==> src/rtl/pipe_stage_reg.sv <==
// Configurable pipeline stage register with stall, flush, valid and self-decrementing Tnew.
// Define PIPE_STAGE_REG_BUBBLE_CNT_EN to add the BubbleCnt bubble-cycle counter.
module pipe_stage_reg #(
  parameter int unsigned CTRL_W   = 31,
  parameter int unsigned TNEW_LSB = 8,
  parameter int unsigned TNEW_W   = 3,
  parameter int unsigned NDATA    = 2,
  parameter int unsigned DATA_W   = 32,
  parameter logic [31:0] RESET_PC = 32'h0000_3000
) (
  input  logic                    Clk,
  input  logic                    Reset,
  input  logic                    Stall,
  input  logic                    Flush,
  input  logic                    ValidIn,
  input  logic [31:0]             InsIn,
  input  logic [31:0]             PCIn,
  input  logic [NDATA*DATA_W-1:0] DataIn,
  input  logic [CTRL_W-1:0]       CtrlIn,
  output logic                    ValidOut,
  output logic [31:0]             InsOut,
  output logic [31:0]             PCOut,
  output logic [NDATA*DATA_W-1:0] DataOut,
  output logic [CTRL_W-1:0]       CtrlOut,
`ifdef PIPE_STAGE_REG_BUBBLE_CNT_EN
  output logic [31:0]             BubbleCnt,
`endif
  output logic [TNEW_W-1:0]       TNewOut
);

  if ((TNEW_LSB + TNEW_W > CTRL_W) || (NDATA < 1) || (NDATA > 4))
  begin : g_param_check
    $error("pipe_stage_reg: illegal parameter combination");
  end

  localparam logic [CTRL_W-1:0] TNEW_MASK =
    CTRL_W'({TNEW_W{1'b1}}) << TNEW_LSB;

  function automatic logic [TNEW_W-1:0] sat_dec(
    input logic [TNEW_W-1:0] x
  );
    return (x == '0) ? '0 : x - TNEW_W'(1);
  endfunction

  logic                    valid_q;
  logic [31:0]             ins_q;
  logic [31:0]             pc_q;
  logic [NDATA*DATA_W-1:0] data_q;
  logic [CTRL_W-1:0]       ctrl_q;
  logic [TNEW_W-1:0]       tnew_q;
  logic                    bubble;

  // A load without a real instruction is just another way to insert a bubble.
  assign bubble = Flush || (!Stall && !ValidIn);

  always_ff @(posedge Clk) begin
    if (Reset) begin
      valid_q <= 1'b0;
      ins_q   <= '0;
      pc_q    <= RESET_PC;
      data_q  <= '0;
      ctrl_q  <= '0;
      tnew_q  <= '0;
    end else if (bubble) begin
      valid_q <= 1'b0;
      ins_q   <= '0;
      pc_q    <= PCIn;
      data_q  <= '0;
      ctrl_q  <= '0;
      tnew_q  <= '0;
    end else if (Stall) begin
      tnew_q  <= sat_dec(tnew_q);
    end else begin
      valid_q <= 1'b1;
      ins_q   <= InsIn;
      pc_q    <= PCIn;
      data_q  <= DataIn;
      ctrl_q  <= CtrlIn;
      tnew_q  <= sat_dec(CtrlIn[TNEW_LSB +: TNEW_W]);
    end
  end

  assign ValidOut = valid_q;
  assign InsOut   = ins_q;
  assign PCOut    = pc_q;
  assign DataOut  = data_q;
  assign TNewOut  = tnew_q;

  // Bubbles hold an all-zero ctrl, so CtrlOut is zero without gating.
  assign CtrlOut = (ctrl_q & ~TNEW_MASK)
                 | (CTRL_W'(tnew_q) << TNEW_LSB);

`ifdef PIPE_STAGE_REG_BUBBLE_CNT_EN
  logic [31:0] bcnt_q;

  always_ff @(posedge Clk) begin
    if (Reset) begin
      bcnt_q <= '0;
    end else if (!valid_q && (bcnt_q != 32'hFFFF_FFFF)) begin
      bcnt_q <= bcnt_q + 32'd1;
    end
  end

  assign BubbleCnt = bcnt_q;
`endif

endmodule
==> config.mk <==
export PLATFORM = sky130hd
export DESIGN_NAME = pipe_stage_reg
export DESIGN_NICKNAME = d
export VERILOG_FILES = /design/src/rtl/pipe_stage_reg.sv
export SDC_FILE = /design/constraint.sdc
export NUM_CORES = 1
export LEC_CHECK = 0
export ABC_AREA = 1
export CAP_MARGIN = 20
export CORE_ASPECT_RATIO = 0.75
export CORE_MARGIN = 2
export CORE_UTILIZATION = 39
export CTS_BUF_LIST = sky130_fd_sc_hd__clkbuf_8
export DETAILED_ROUTE_END_ITERATION = 12
export GPL_ROUTABILITY_DRIVEN = 0
export PLACE_DENSITY = 0.82
export SYNTH_ARGS = -nofsm -noshare
export SYNTH_HDL_FRONTEND = slang
export SYNTH_SLANG_ARGS = --single-unit
==> constraint.sdc <==
create_clock -name Clk -period 1.5 [get_ports Clk]
set_clock_uncertainty 0.05 [all_clocks]
set_input_delay 0.3 -clock Clk [delete_from_list [all_inputs] [get_ports Clk]]
set_output_delay 0.3 -clock Clk [all_outputs]
set_load 0.02 [all_outputs]
* Word level (Yosys, flattened, before mapping) *
Index checks and enable logic that the tools add are counted.

cells by class
  $mul = 0
  div/mod/pow operators = 0
  mux-type cells = 5
  bitwise logic cells = 1
  eq/ne operators = 1
  reduce and logical (&&, ||, !) cells = 7
  order comparisons = 0
  shifts and indexed selects = 0
  add/sub/neg operators = 2

operator list
  cell                   number
  $mux W32               2
  $or A31 B11 Y31        1
  $mux W3                3
  $logic_not A3 Y1       2
  $sub A3 B1 Y3 const B  2
  $logic_not A1 Y1       2
  $ne A2 B1 Y1 const B   1
  $reduce_or A2 Y1       1
  $logic_and A1 B1 Y1    1
  $logic_or A1 B1 Y1     1

storage, ports and cells
  memories = 0
  bits in latches = 0
  output and inout port bits = 163
  register bits after elaboration = 163
  input port bits = 164
  RAM bits = 0
  memory bits (read-only) = 0
  logic and storage cells = 22

* Longest topological paths before layout *
Gate-level depths: netlist of run 1.

  depth in word-level cells = 4
  depth in mapped cells = 7
  mapped depth without buffers = 5

* Worst setup path after synthesis of run 1 *
No wires, ideal clock.

  kind = input port to flip-flop
  from = input port Stall
  to = register data_q[26] (netlist: DataOut[26])
  stages = 7
  slack = 0.320 ns
  setup time = 0.115 ns
  data required time = 1.335 ns
  path buffers = 3
  arrival = 1.015 ns
  path through = buf_2 > nor2_2 > nor2_4 > inv_4 > buf_6 > buf_6 > a21oi_2

between the ends
  longest elaborated chain between the ends = 4

ends and longest elaborated chain
  element                            RTL line  source
  start: declaration                 13        input logic Stall,
  $logic_not A1 Y1                   54        assign bubble = Flush || (!Stall && !ValidIn);
  $logic_and A1 B1 Y1                54
  $logic_or A1 B1 Y1                 54
  $reduce_or A2 Y1 (no source line)  --
  end signal: assignment             77        data_q <= DataIn;
  end: declaration                   48        logic [NDATA*DATA_W-1:0] data_q;

Parallel ways exist; a longest one is shown, timed or not.
A chain may end at the register's enable or synchronous reset.

* Final worst setup path of run 1 *
  from = register pc_q[12] (netlist: PCOut[12])
  to = output port PCOut[12]

RTL lines
  element                   RTL line  source
  start: declaration        47        logic [31:0] pc_q;
  start signal: assignment  67        pc_q <= PCIn;
  start signal: assignment  76        pc_q <= PCIn;
  end: declaration          22        output logic [31:0] PCOut,

No word-level cell between the ends.

==> flow_summary_export.csv, run 1 <==
group,metric,value,unit
run_status,run_status,"complete, no violations",
worst_setup_path,critPathBufInv,1,
synthesis,synthTopCellsByCount,"nand2_1, dfxtp_1, a21oi_1, nor2_1, buf_2",
pwr,seqPwrFrac,51.3,%
timing,finalHoldViolCount,0,
worst_setup_path,cp_max_fo,2,
synthesis,syn_area_per_cell,8.00,µm²
floorplanning,initial_core_util,39.9,%
floorplanning,core-area,14400,µm²
grt,grt_usage,21.9,%
worst_setup_path,cpPeakStageDelay,0.35,ns
cts,numCtsBuffers,17,
pwr,p_clk_share,32.9,%
pwr,p_total,8.73,mW
timing,slew_headroom,66.2,%
placement,hpwl,12700,µm
worst_setup_path,crit_chain,"clkdlybuf4s15_1",
placement,placed_area,9230,µm²
timing,setup_viol,0,
synthesis,synthArstFlopShare,0,%
pwr,leakage,3.75,nW
cts,cts_setup_buffers,0,
timing,fmax,0.688,GHz
floorplanning,die_h,109,µm
worst_setup_path,cp_slowest_cell,"dfxtp_1",
synthesis,synth_warnings,0,
cts,htreeDepth,4,
worst_setup_path,crit_start,"PCOut[12]$_SDFFE_PP1P_",
grt,grt-ovfl-total,0,
worst_setup_path,cp-end-kind,"primary output",
layout,n_fill_cell,1247,
run,max-cap-violations,0,
pwr,p_per_area,950,nW/µm²
timing,fin_crit,1.45,ns
route,route.detailed.drc,0,
worst_setup_path,reg2reg_slack,0.46,ns
cts,clock_path_buffers,2,
cts,clk-insertion-delay-late,0.42,ns
route,firstDrtPassIters,6,
worst_setup_path,r2r-start,"TNewOut[0]$_SDFF_PP0_",
layout,final_nets,1196,
layout,finish.instance_area,9180,µm²
synthesis,syn_inst,718,
synthesis,synth_cell_type_count,18,
synthesis,netlist_area,5740,µm²
grt,grt_pass1_vias,5309,
timing,drv_slew,0,
synthesis,synth_top_area_cell,"dfxtp_1",
grt,grt_pass1_wl,26800,µm
floorplanning,dieWidth,144,µm
hold_path,hp-class,"input pin to flip-flop",
synthesis,synth_top_area_share,55.8,%
grt,grt_max_degree,59,
placement,port_buffers,326,
worst_setup_path,start_kind,"flip-flop",
timing,timing.final.ws_setup,0.0475,ns
worst_setup_path,crit_end,"PCOut[12]",
synthesis,yosys-top-cells-area,"dfxtp_1, nand2_1, a21oi_1, a21oi_2, nor2_1",
worst_setup_path,r2r_cells,5,
grt,antenna_found_initial,1,
worst_setup_path,worstPathRequired,1.15,ns
pwr,ir_drop,0.000724,V
cts,root_buffer,"clkbuf_8",
floorplanning,die_area,15700,µm²
layout,area_delta_synth_final,59.9,%
route,viasPerCell,4.59,
cts,clk_pin_slew_worst_paths,0.08,ns
synthesis,ys.flop_type,"dfxtp_1",
route,ant_nets,0,
worst_setup_path,r2r-end,"TNewOut[2]$_SDFF_PP0_",
pwr,sw_frac_of_total,27.0,%
timing,worstMarginPinSlew,0.507,ns
route,drtIter0Drc,256,
route,vias,5705,
worst_setup_path,cp_data_arrival_time,1.10,ns
pwr,comb_power_share,15.8,%
layout,final_layout_size_suffix_gt1_share,17.9,%
worst_setup_path,worst-path-stages,1,
synthesis,synth_most_common_cell,"nand2_1",
cts,tritoncts,"yes",
synthesis,synth_seq_area_share,55.8,%
worst_setup_path,critPathKind,"flip-flop to primary output",
route,wl_per_cell,14.4,µm
cts,clock_sinks,160,
synthesis,synth_nets,886,
pwr,p_sw,2.35,mW
route,wirelength,17900,µm
floorplanning,fp-row-count,38,
floorplanning,io_pins,327,
timing,finalCritPeriodShare,96.8,%
pwr,power.internal,6.37,mW
worst_setup_path,crit_family,"flip-flops",
synthesis,synth-seq-cells,160,
timing,rsz0062_at_grt,"no",
synthesis,synth_edf_count,0,
placement,preCtsSetupSlack,-0.130,ns
==> repair_timing <==
item,4_1_cts,5_1_grt
hold endpoints to repair,0,0
hold buffers,0,0
setup endpoints to repair,163,145
gates resized for setup,245,183
pin swaps,0,0
==> cell families after synthesis <==
group | after synthesis | synth area share [%]
simple gates | 334 | 22.0
flops | 160 | 55.8
compound gates | 158 | 15.7
buf+inv | 62 | 5.60
fa+ha+maj | 4 | 0.871
==> layout by cell type (no fill, tap or decap) <==
master	synthesis	routed
a21oi_1	98	98
a21oi_2	30	30
buf_12	0	10
buf_2	33	1
buf_4	4	9
clkbuf_2	0	85
clkbuf_8	0	20
clkdlybuf4s15_1	0	61
clkdlybuf4s15_2	0	14
clkdlybuf4s50_1	0	162
clkinv_2	0	2
clkinv_4	0	4
clkinvlp_4	0	2
dfxtp_1	160	157
dfxtp_2	0	3
diode_2	0	1
dlygate4sd2_1	0	2
ha_1	4	4
inv_1	7	9
inv_4	1	2
inv_6	0	2
nand2_1	263	263
nand3_1	2	2
nor2_1	67	67
nor2_2	1	1
nor2_4	1	1
o21ai_0	30	30
==> stage by stage <==
stage	TNS, ns	utilization (%)	hold WS, ns	std cells
after floorplan	0	-	0.376	718
after global placement	-6.45	64.1	0.387	1209
after detailed placement	-13.56	64.1	0.393	1209
after CTS	0	65.8	0.301	1241
after global routing	0	63.7	0.303	1241
final	0	63.7	0.323	1242
==> registers in the layout (all words and copies together), names as in the netlist <==
register / flops
TNewOut: 3
DataOut: 64
InsOut: 32
ctrl_q: 28
ValidOut: 1
PCOut: 32
==> metal layers <==
| metal | global-route usage (%) | vias to the layer above | wire length, µm |
|---|---|---|---|
| met4 | 6.31 | 0 | 275 |
| met1 | 25.9 | 2577 | 7330 |
| met5 | 0 | - | 0 |
| met3 | 8.83 | 21 | 1630 |
| li1 | - | 2900 | - |
| met2 | 36.8 | 207 | 8620 |
==> worst min-delay path by stage <==
stage                           startpoint                endpoint  cells after the start
finish                               Stall   TNewOut[1]$_SDFF_PP0_                      5
global placement    PCOut[13]$_SDFFE_PP1P_  PCOut[13]$_SDFFE_PP1P_                      2
detailed placement  PCOut[13]$_SDFFE_PP1P_  PCOut[13]$_SDFFE_PP1P_                      2
floorplan                         PCIn[12]  PCOut[12]$_SDFFE_PP1P_                      2
global route                         Stall   TNewOut[1]$_SDFF_PP0_                      5
CTS                                  Stall   TNewOut[1]$_SDFF_PP0_                      5
==> worst register-to-register path, delay by kind of cell, from the launching register on <==
family	cells	cell delay (ns)
buffers and inverters	1	0.06
AO/OA/AOI/OAI	1	0.06
adder cells (fa/ha/maj)	1	0.17
AND/OR/NAND/NOR	2	0.24
flip-flops	1	0.35
==> final cells by class <==
class	count	area, µm²	area share (%)
Tap cell	200	250	2.72
Sequential cell	160	3210	34.9
Inverter	9	38.8	0.422
Antenna cell	1	2.50	0.0272
Multi-Input combinational cell	496	2220	24.2
Clock inverter	12	85.1	0.926
Timing Repair Buffer	344	3110	33.8
Clock buffer	20	275	3.00
==> power groups by stage <==
stage	logic [mW]	clock network, mW	registers [mW]
after floorplan	0.427	0	4.76
after global placement	1.48	0	4.57
after detailed placement	1.49	0	4.57
after CTS	1.41	2.95	4.47
after global routing	1.49	3.17	4.49
final	1.38	2.87	4.48
(Power assumes the default switching activity.)
==> run 2: changes to the inputs <==
--- a/config.mk
+++ b/config.mk
@@ -14,6 +14,7 @@
 export DETAILED_ROUTE_END_ITERATION = 12
 export GPL_ROUTABILITY_DRIVEN = 0
 export PLACE_DENSITY = 0.82
+export RECOVER_POWER = 25
 export SYNTH_ARGS = -nofsm -noshare
 export SYNTH_HDL_FRONTEND = slang
 export SYNTH_SLANG_ARGS = --single-unit
==> run 2 against run 1 <==
  * First-iteration DRC count fell by 3.5%
  * Clock power barely moved
  * Sequential share of layout area rose by 0.58 points
  * Sequential power barely moved
  * Critical path type unchanged
  * Utilization fell by 1.0 points
  * Final area fell by 1.6%
  * Wire length barely moved
  * Register-to-register slack barely moved
  * Non-clock buffer count did not move
  * Highest routed layer unchanged
==> flow_summary_export.csv, run 2 (synthesis results as in run 1) <==
group,metric,value,unit
cts,clk-insertion-delay-late,0.42,ns
timing,rsz0062_at_grt,"no",
grt,grt_pass1_vias,5309,
run_status,run_status,"complete, no violations",
worst_setup_path,cp_data_arrival_time,1.10,ns
route,wirelength,17900,µm
grt,grt_usage,21.9,%
worst_setup_path,crit_chain,"clkdlybuf4s15_1",
route,route.detailed.drc,0,
timing,timing.final.ws_setup,0.0485,ns
cts,clock_path_buffers,2,
worst_setup_path,cp_slowest_cell,"dfxtp_1",
cts,cts_setup_buffers,0,
placement,hpwl,12700,µm
floorplanning,die_area,15700,µm²
layout,final_common_cell,"nand2_1",
layout,finish.instance_area,9030,µm²
grt,antenna_found_initial,1,
worst_setup_path,start_kind,"flip-flop",
floorplanning,io_pins,327,
floorplanning,dieWidth,144,µm
timing,finalHoldViolCount,0,
route,vias,5683,
placement,placed_area,9230,µm²
worst_setup_path,cp_max_fo,2,
grt,grt_pass1_wl,26800,µm
run,max-cap-violations,0,
route,firstDrtPassIters,4,
worst_setup_path,cp-end-kind,"primary output",
timing,setup_viol,0,
grt,grt_max_degree,59,
worst_setup_path,worstPathRequired,1.15,ns
worst_setup_path,crit_family,"flip-flops",
cts,htreeDepth,4,
placement,preCtsSetupSlack,-0.130,ns
pwr,ir_drop,0.000722,V
worst_setup_path,critPathBufInv,1,
route,wl_per_cell,14.4,µm
grt,grt-ovfl-total,0,
cts,numCtsBuffers,17,
floorplanning,core-area,14400,µm²
timing,setup_tns,0,ns
cts,clk_pin_slew_worst_paths,0.08,ns
hold_path,hp-class,"input pin to flip-flop",
timing,drv_slew,0,
layout,area_delta_synth_final,57.3,%
worst_setup_path,critPathKind,"flip-flop to primary output",
cts,clock_sinks,160,
cts,root_buffer,"clkbuf_8",
placement,port_buffers,326,
floorplanning,die_h,109,µm
cts,tritoncts,"yes",
layout,largest_reg_flops,64,
cts,cts_hold_repair.buffers,0,
layout,layout_common_cells,"nand2_1, clkdlybuf4s50_1, dfxtp_1",
route,ant_nets,0,
floorplanning,fp-row-count,38,
layout,final_layout_size_suffix_gt1_share,15.9,%
layout,final_nets,1196,
timing,holdWs,0.326,ns
timing,slew_headroom,64.2,%
worst_setup_path,cpPeakStageDelay,0.35,ns
floorplanning,initial_core_util,39.9,%
pwr,p_per_area,961,nW/µm²
timing,fmax,0.689,GHz
timing,fin_crit,1.45,ns
route,viasPerCell,4.58,
pwr,leakage,3.72,nW
timing,worstMarginPinSlew,0.536,ns
route,drtIter0Drc,247,
timing,finalCritPeriodShare,96.8,%
[run 2: cell type report]
type / instances / area (µm²)
fill: 1280 / 5370
sequential: 160 / 3210
timing repair buffer: 344 / 3020
multi-input combinational: 496 / 2150
clock buffer: 20 / 275
tap: 200 / 250
clock inverter: 12 / 85.1
inverter: 9 / 38.8
antenna: 1 / 2.50
[run 2: worst paths after layout]
kind / from / endpoint / cells after the start / slack, ns
setup / recovery: PCOut[12]$_SDFFE_PP1P_ / PCOut[12] / 1 / 0.05
hold / removal: Stall / TNewOut[1]$_SDFF_PP0_ / 5 / 0.33
setup reg to reg: TNewOut[0]$_SDFF_PP0_ / TNewOut[2]$_SDFF_PP0_ / 5 / 0.46
hold reg to reg: InsOut[10]$_SDFFE_PP0N_ / InsOut[10]$_SDFFE_PP0N_ / 2 / 0.41
[run 2: per-layer routing]
metal | vias to the layer above | track usage [%] | share of wire, %
met2 | 210 | 36.8 | 48
met4 | 0 | 6.31 | 1.6
li1 | 2899 | - | -
met3 | 23 | 8.83 | 9.0
met5 | - | 0 | 0
met1 | 2551 | 25.9 | 41
[run 2: where the power goes]
group          switching [mW]  leakage [nW]  internal, mW
Combinational           0.674          2.22         0.665
Clock                    1.58         0.188          1.28
Sequential             0.0768          1.31          4.40
Total                    2.33          3.71          6.35
[run 2: timing repair]
action	in CTS	in global routing
setup endpoints to repair	163	145
cloned	0	0
gates resized for setup	245	183
[run 2: metrics by stage]
stage          instances  power [mW]  util [%]
6_report            1242        8.68      62.7
5_1_grt             1241        9.11      62.7
4_1_cts             1241        8.83      65.8
3_5_place_dp        1209        6.06      64.1
3_3_place_gp        1209        6.05      64.1
2_1_floorplan        718        5.19         -
==> run 3: changes to the inputs <==
--- a/config.mk
+++ b/config.mk
@@ -9,12 +9,12 @@
 export CAP_MARGIN = 20
 export CORE_ASPECT_RATIO = 0.75
 export CORE_MARGIN = 2
-export CORE_UTILIZATION = 39
-export CTS_BUF_LIST = sky130_fd_sc_hd__clkbuf_8
+export CORE_UTILIZATION = 38
 export DETAILED_ROUTE_END_ITERATION = 12
 export GPL_ROUTABILITY_DRIVEN = 0
-export PLACE_DENSITY = 0.82
+export PLACE_DENSITY = 0.8
 export RECOVER_POWER = 25
+export REMOVE_ABC_BUFFERS = 1
 export SYNTH_ARGS = -nofsm -noshare
 export SYNTH_HDL_FRONTEND = slang
 export SYNTH_SLANG_ARGS = --single-unit
==> constraint.sdc (replaced) <==
create_clock -name Clk -period 1.4 [get_ports Clk]
set_clock_uncertainty 0.05 [all_clocks]
set_input_delay 0.28 -clock Clk [delete_from_list [all_inputs] [get_ports Clk]]
set_output_delay 0.28 -clock Clk [all_outputs]
set_load 0.02 [all_outputs]
==> run 3 against run 2 <==
  * Count of clock-buffer cells in the layout shrank 2
  * Cell count grew 0.48%
  * Die area grew 2.5%
  * Critical endpoint is now DataOut[16]
  * Highest routed layer unchanged
==> flow_summary_export.csv, run 3 (synthesis results as in run 1) <==
group,metric,value,unit
run_status,run_status,"complete, no violations",
cts,clock_path_buffers,2,
route,vias,5823,
worst_setup_path,crit_chain,"clkdlybuf4s15_1",
layout,final_nets,1205,
cts,clock_sinks,160,
worst_setup_path,crit_start,"DataOut[16]$_SDFFE_PP0N_",
cts,root_buffer,"clkbuf_16",
placement,hpwl,13600,µm
floorplanning,io_pins,327,
floorplanning,core-area,14600,µm²
pwr,seqPwrFrac,43.1,%
worst_setup_path,critPathBufInv,1,
worst_setup_path,worstPathRequired,1.07,ns
worst_setup_path,crit_family,"flip-flops",
timing,finalHoldViolCount,0,
pwr,sw_frac_of_total,24.0,%
run,max-cap-violations,0,
grt,antenna_found_initial,0,
timing,holdWs,0.300,ns
hold_path,worstHoldStart,"Stall",
floorplanning,die_area,16100,µm²
floorplanning,fp-row-count,38,
cts,tritoncts,"yes",
worst_setup_path,cp_data_arrival_time,1.03,ns
layout,area_delta_synth_final,63.9,%
floorplanning,die_h,110,µm
route,route.detailed.drc,0,
placement,port_buffers,326,
pwr,p_sw,2.67,mW
worst_setup_path,cp_slowest_cell,"dfxtp_1",
pwr,p_clk_share,43.5,%
pwr,power.internal,8.45,mW
timing,worstMarginPinSlew,0.354,ns
pwr,p_per_area,1180,nW/µm²
grt,grt_max_degree,67,
pwr,p_total,11.1,mW
pwr,leakage,3.86,nW
pwr,comb_power_share,13.3,%
worst_setup_path,cpPeakStageDelay,0.33,ns
cts,htreeDepth,4,
route,wl_per_cell,15.1,µm
layout,largest_reg_flops,64,
timing,rsz0062_at_grt,"no",
timing,setup_tns,0,ns
layout,antenna_cells,0,
worst_setup_path,cp_max_fo,2,
layout,final_common_cell,"nand2_1",
worst_setup_path,start_kind,"flip-flop",
layout,layout_common_cells,"nand2_1, clkdlybuf4s50_1, dfxtp_1",
grt,grt-ovfl-total,0,
grt,grt_pass1_wl,29900,µm
cts,clk_pin_slew_worst_paths,0.06,ns
worst_setup_path,r2r-start,"TNewOut[0]$_SDFF_PP0_",
floorplanning,dieWidth,146,µm
hold_path,hp-class,"input pin to flip-flop",
hold_path,min_path_cells,4,
floorplanning,initial_core_util,39.4,%
pwr,ir_drop,0.000698,V
cts,clk-insertion-delay-late,0.40,ns
worst_setup_path,r2r_cells,6,
route,viasPerCell,4.67,
timing,fin_crit,1.36,ns
worst_setup_path,cp-end-kind,"primary output",
route,drtIter0Drc,282,
route,firstDrtPassIters,4,
timing,slew_headroom,76.4,%
timing,finalCritPeriodShare,97.2,%
layout,final_layout_size_suffix_gt1_share,21.3,%
worst_setup_path,r2r-end,"TNewOut[2]$_SDFF_PP0_",
hold_path,hold_end,"InsOut[12]$_SDFFE_PP0N_",
worst_setup_path,critPathKind,"flip-flop to primary output",
timing,drv_slew,0,
route,ant_nets,0,
grt,grt_pass1_vias,5657,
timing,fmax,0.735,GHz
grt,grt_usage,23.0,%
worst_setup_path,reg2reg_slack,0.19,ns
cts,numCtsBuffers,17,
timing,setup_viol,0,
route,wirelength,18800,µm
layout,fin_util,64.5,%
[run 3: per-layer routing]
| layer | part of all wire (%) | global-route usage, % | wire, µm |
|---|---|---|---|
| met4 | 2.7 | 9.00 | 499 |
| met5 | 0 | 0 | 0 |
| met1 | 42 | 27.2 | 7830 |
| met3 | 7.6 | 7.02 | 1440 |
| met2 | 48 | 39.0 | 9060 |
[run 3: how the worst max path moves through the flow]
stage / end / cells after the start
2_1_floorplan: DataOut[0]$_SDFFE_PP0N_ / 5
3_3_place_gp: ctrl_q[11]$_SDFFE_PP0N_ / 7
3_5_place_dp: DataOut[21]$_SDFFE_PP0N_ / 7
4_1_cts: PCOut[13] / 1
5_1_grt: InsOut[6] / 1
6_report: DataOut[16] / 1
[run 3: power by group through the flow]
stage | clock network, mW | logic [mW] | registers (mW)
6_report | 4.84 | 1.48 | 4.80
5_1_grt | 5.16 | 1.61 | 4.81
4_1_cts | 4.95 | 1.57 | 4.80
3_5_place_dp | 0 | 1.63 | 4.90
3_3_place_gp | 0 | 1.61 | 4.89
2_1_floorplan | 0 | 0.359 | 5.10
[run 3: final cells by class]
cell class | instances | area (µm²)
Tap cell | 200 | 250
Sequential cell | 160 | 3200
Timing Repair Buffer | 353 | 3190
Fill cell | 1292 | 5180
Multi-Input combinational cell | 496 | 2130
Inverter | 9 | 36.3
Clock inverter | 12 | 180
Clock buffer | 18 | 429
[run 3: what timing repair did]
item | CTS | global route
pin swaps | 0 | 0
hold buffers | 0 | 0
resized for setup | 425 | 86
setup buffers | 0 | 0
endpoints found under the setup margin | 163 | 85
[run 3: stage by stage]
step                      std cells  cell area, µm²  worst slack, ns
after floorplan                 665            5460           -0.322
after global placement         1218            9300           -0.152
after detailed placement       1218            9300           -0.178
after CTS                      1248           10000         0.000482
after global routing           1248            9410         0.000114
final                          1248            9410           0.0391
==> edit (config.mk and constraints of run 2) <==
The option `PIPE_STAGE_REG_BUBBLE_CNT_EN` is turned on by a define.
--- a/src/rtl/pipe_stage_reg.sv
+++ b/src/rtl/pipe_stage_reg.sv
@@ -2,2 +2,4 @@
 // Define PIPE_STAGE_REG_BUBBLE_CNT_EN to add the BubbleCnt bubble-cycle counter.
+`define PIPE_STAGE_REG_BUBBLE_CNT_EN
+
 module pipe_stage_reg #(
Behaviour (old outputs only; new: BubbleCnt): unchanged (Yosys induction, for registers that start in step).
==> edit against run 2 <==
Cell area increased by 35%. Wire length is 51% higher. Non-clock buffer count increased by 109. Setup slack worse by 0.19 ns. Power is 17% higher. The flow now finishes with violations (setup timing). Sequential cell count rose by 32. Synthesized area is 31% higher. Sequential power rose by 19%.
==> edit: results (changes against run 2) <==
outcome:
  status: "complete, but fails checks"
  violations: "setup timing"
synth:
  syn_area_per_cell_sq_um: 7.257  # -9.3%
  synth_area_leaders: "dfxtp_1 (51%), nand2_1 (17%), a21oi_1 (9.8%), nor2_1 (6.6%), nand3_1 (2.5%)"
  yosysWarnings: 0  # unchanged
  ys_seq_area_share_pct: 51.17  # -4.6 points
  ys.flop_type: "dfxtp_1"
  synth_nets: 1204  # +36%
  ys_types: 28  # +10
  async_reset_ff_share_pct: 0  # unchanged
  synthTopCellsByCount: "nand2_1 (341), dfxtp_1 (192), a21oi_1 (147), nor2_1 (132), inv_1 (45)"
place:
  portBuffers: 358  # +9.8%
  dp.cells: 1658  # +37%
  dpl.hpwl_um: 18890  # +49%
power_and_ir_drop:
  power_leakage_nw: 5.177  # +39%
  ir_worst_vdd_uv: 640.2  # -11%
route:
  wirelength_um: 26980  # +51%
  dr.pass1.iters: 9  # +5
  vias: 8392  # +48%
  wire_per_inst_um: 15.80  # +9.9%
  drtIter0Drc: 552  # +120%
worst_setup_path:
  cp.arrival_ns: 1.98  # +0.88 ns
  critical_path.max_fanout: 8  # +6
clock_network:
  clk_pin_slew_ns: 0.12  # +0.04 ns
  numCtsBuffers: 17  # unchanged
  cts_max_level: 4  # unchanged
  worstSkewPairLatency_ns: 0.48  # +0.06 ns
  ctsLongestPathBuffers: 2  # unchanged
  root_buffer: "clkbuf_8"
final_layout:
  n_fill_cell: 1561  # +22%
  drive_above_1_share_pct: 29.22  # +13 points
  nets: 1614  # +35%
  largest_reg_flops: 64  # unchanged
sta:
  tightest_slew_ns: 0.4308  # -0.1056 ns
  finalSetupTns_ns: -2.227  # -2.227 ns
  final-setup-viol-count: 32  # +32
  hold-worst-slack_ns: 0.3049  # -0.02105 ns
  worst_slack_ns: -0.1407  # -0.1892 ns
global_route:
  grt_usage_pct: 25.72  # +3.8 points
  grt_pass1_vias: 8177  # +54%
  antenna_found_initial: 2  # +1
  grt_max_degree: 80  # +36%
  grt_pass1_wl_um: 40730  # +52%
hold_path:
  hp-class: "in -> reg"
## edit: worst paths after layout
check,from,to,depth (start not counted)
max,BubbleCnt[31]$_SDFFE_PP0P_,BubbleCnt[19]$_SDFFE_PP0P_,9
max reg2reg,BubbleCnt[31]$_SDFFE_PP0P_,BubbleCnt[19]$_SDFFE_PP0P_,9
min reg2reg,ctrl_q[30]$_SDFFE_PP0N_,ctrl_q[30]$_SDFFE_PP0N_,2
min,InsIn[21],InsOut[21]$_SDFFE_PP0N_,3
## edit: logic make-up (layout without fill, tap and decap cells)
group	after synthesis	in the layout	share of synthesized area, %
other	0	2	0
and+or+nand+nor	548	548	29.84
AOI/OAI and AO/OA	181	181	12.14
buffers and inverters	109	532	6.014
adders and majority gates	5	5	0.8329
DFF	192	192	51.17
## edit: critical path, cell delays in order (launching register included)
cell	delay [ns]
dfxtp_1	0.35
nand2_1	0.07
nor2_2	0.19
nand2_1	0.16
nor2_4	0.20
nand2_8	0.12
buf_8	0.18
nand3_2	0.06
nor2b_2	0.14
nor2_1	0.05
## edit: repair_timing
item / in CTS / in global routing
setup endpoints to repair: 224 / 192
gates resized for setup: 667 / 159
buffers inserted: 7 / 8
gates cloned: 0 / 0
pin swaps: 16 / 14
## edit: metal layers
layer	vias up	global-route usage, %	part of all wire [%]
li1	4122	-	-
met3	63	9.024	9.9
met2	367	45.14	50
met5	-	0	0
met4	0	10.42	3.3
met1	3840	28.60	37
## edit: layout make-up
| cell class | instances | area, sq um | share of cell area [%] |
|---|---|---|---|
| Antenna cell | 2 | 5.005 | 0.04108 |
| Clock buffer | 17 | 234.0 | 1.920 |
| Clock inverter | 15 | 152.6 | 1.253 |
| Inverter | 47 | 182.7 | 1.499 |
| Multi-Input combinational cell | 734 | 3465 | 28.43 |
| Sequential cell | 192 | 3900 | 32.01 |
| Tap cell | 247 | 309.0 | 2.536 |
| Timing Repair Buffer | 453 | 3936 | 32.31 |
## edit: metrics by stage
stage | cell area, sq um | worst slack [ns]
after detailed placement | 11920 | -0.4387
after floorplan | 7560 | 0.007094
final | 12180 | -0.1407
after global placement | 11920 | -0.4022
after global routing | 12180 | -0.2315
after CTS | 12530 | -0.08285
## edit: power by group
part           switching, mW  internal, mW
registers             0.0928          5.25
logic                  0.744         0.750
clock network           2.11          1.24
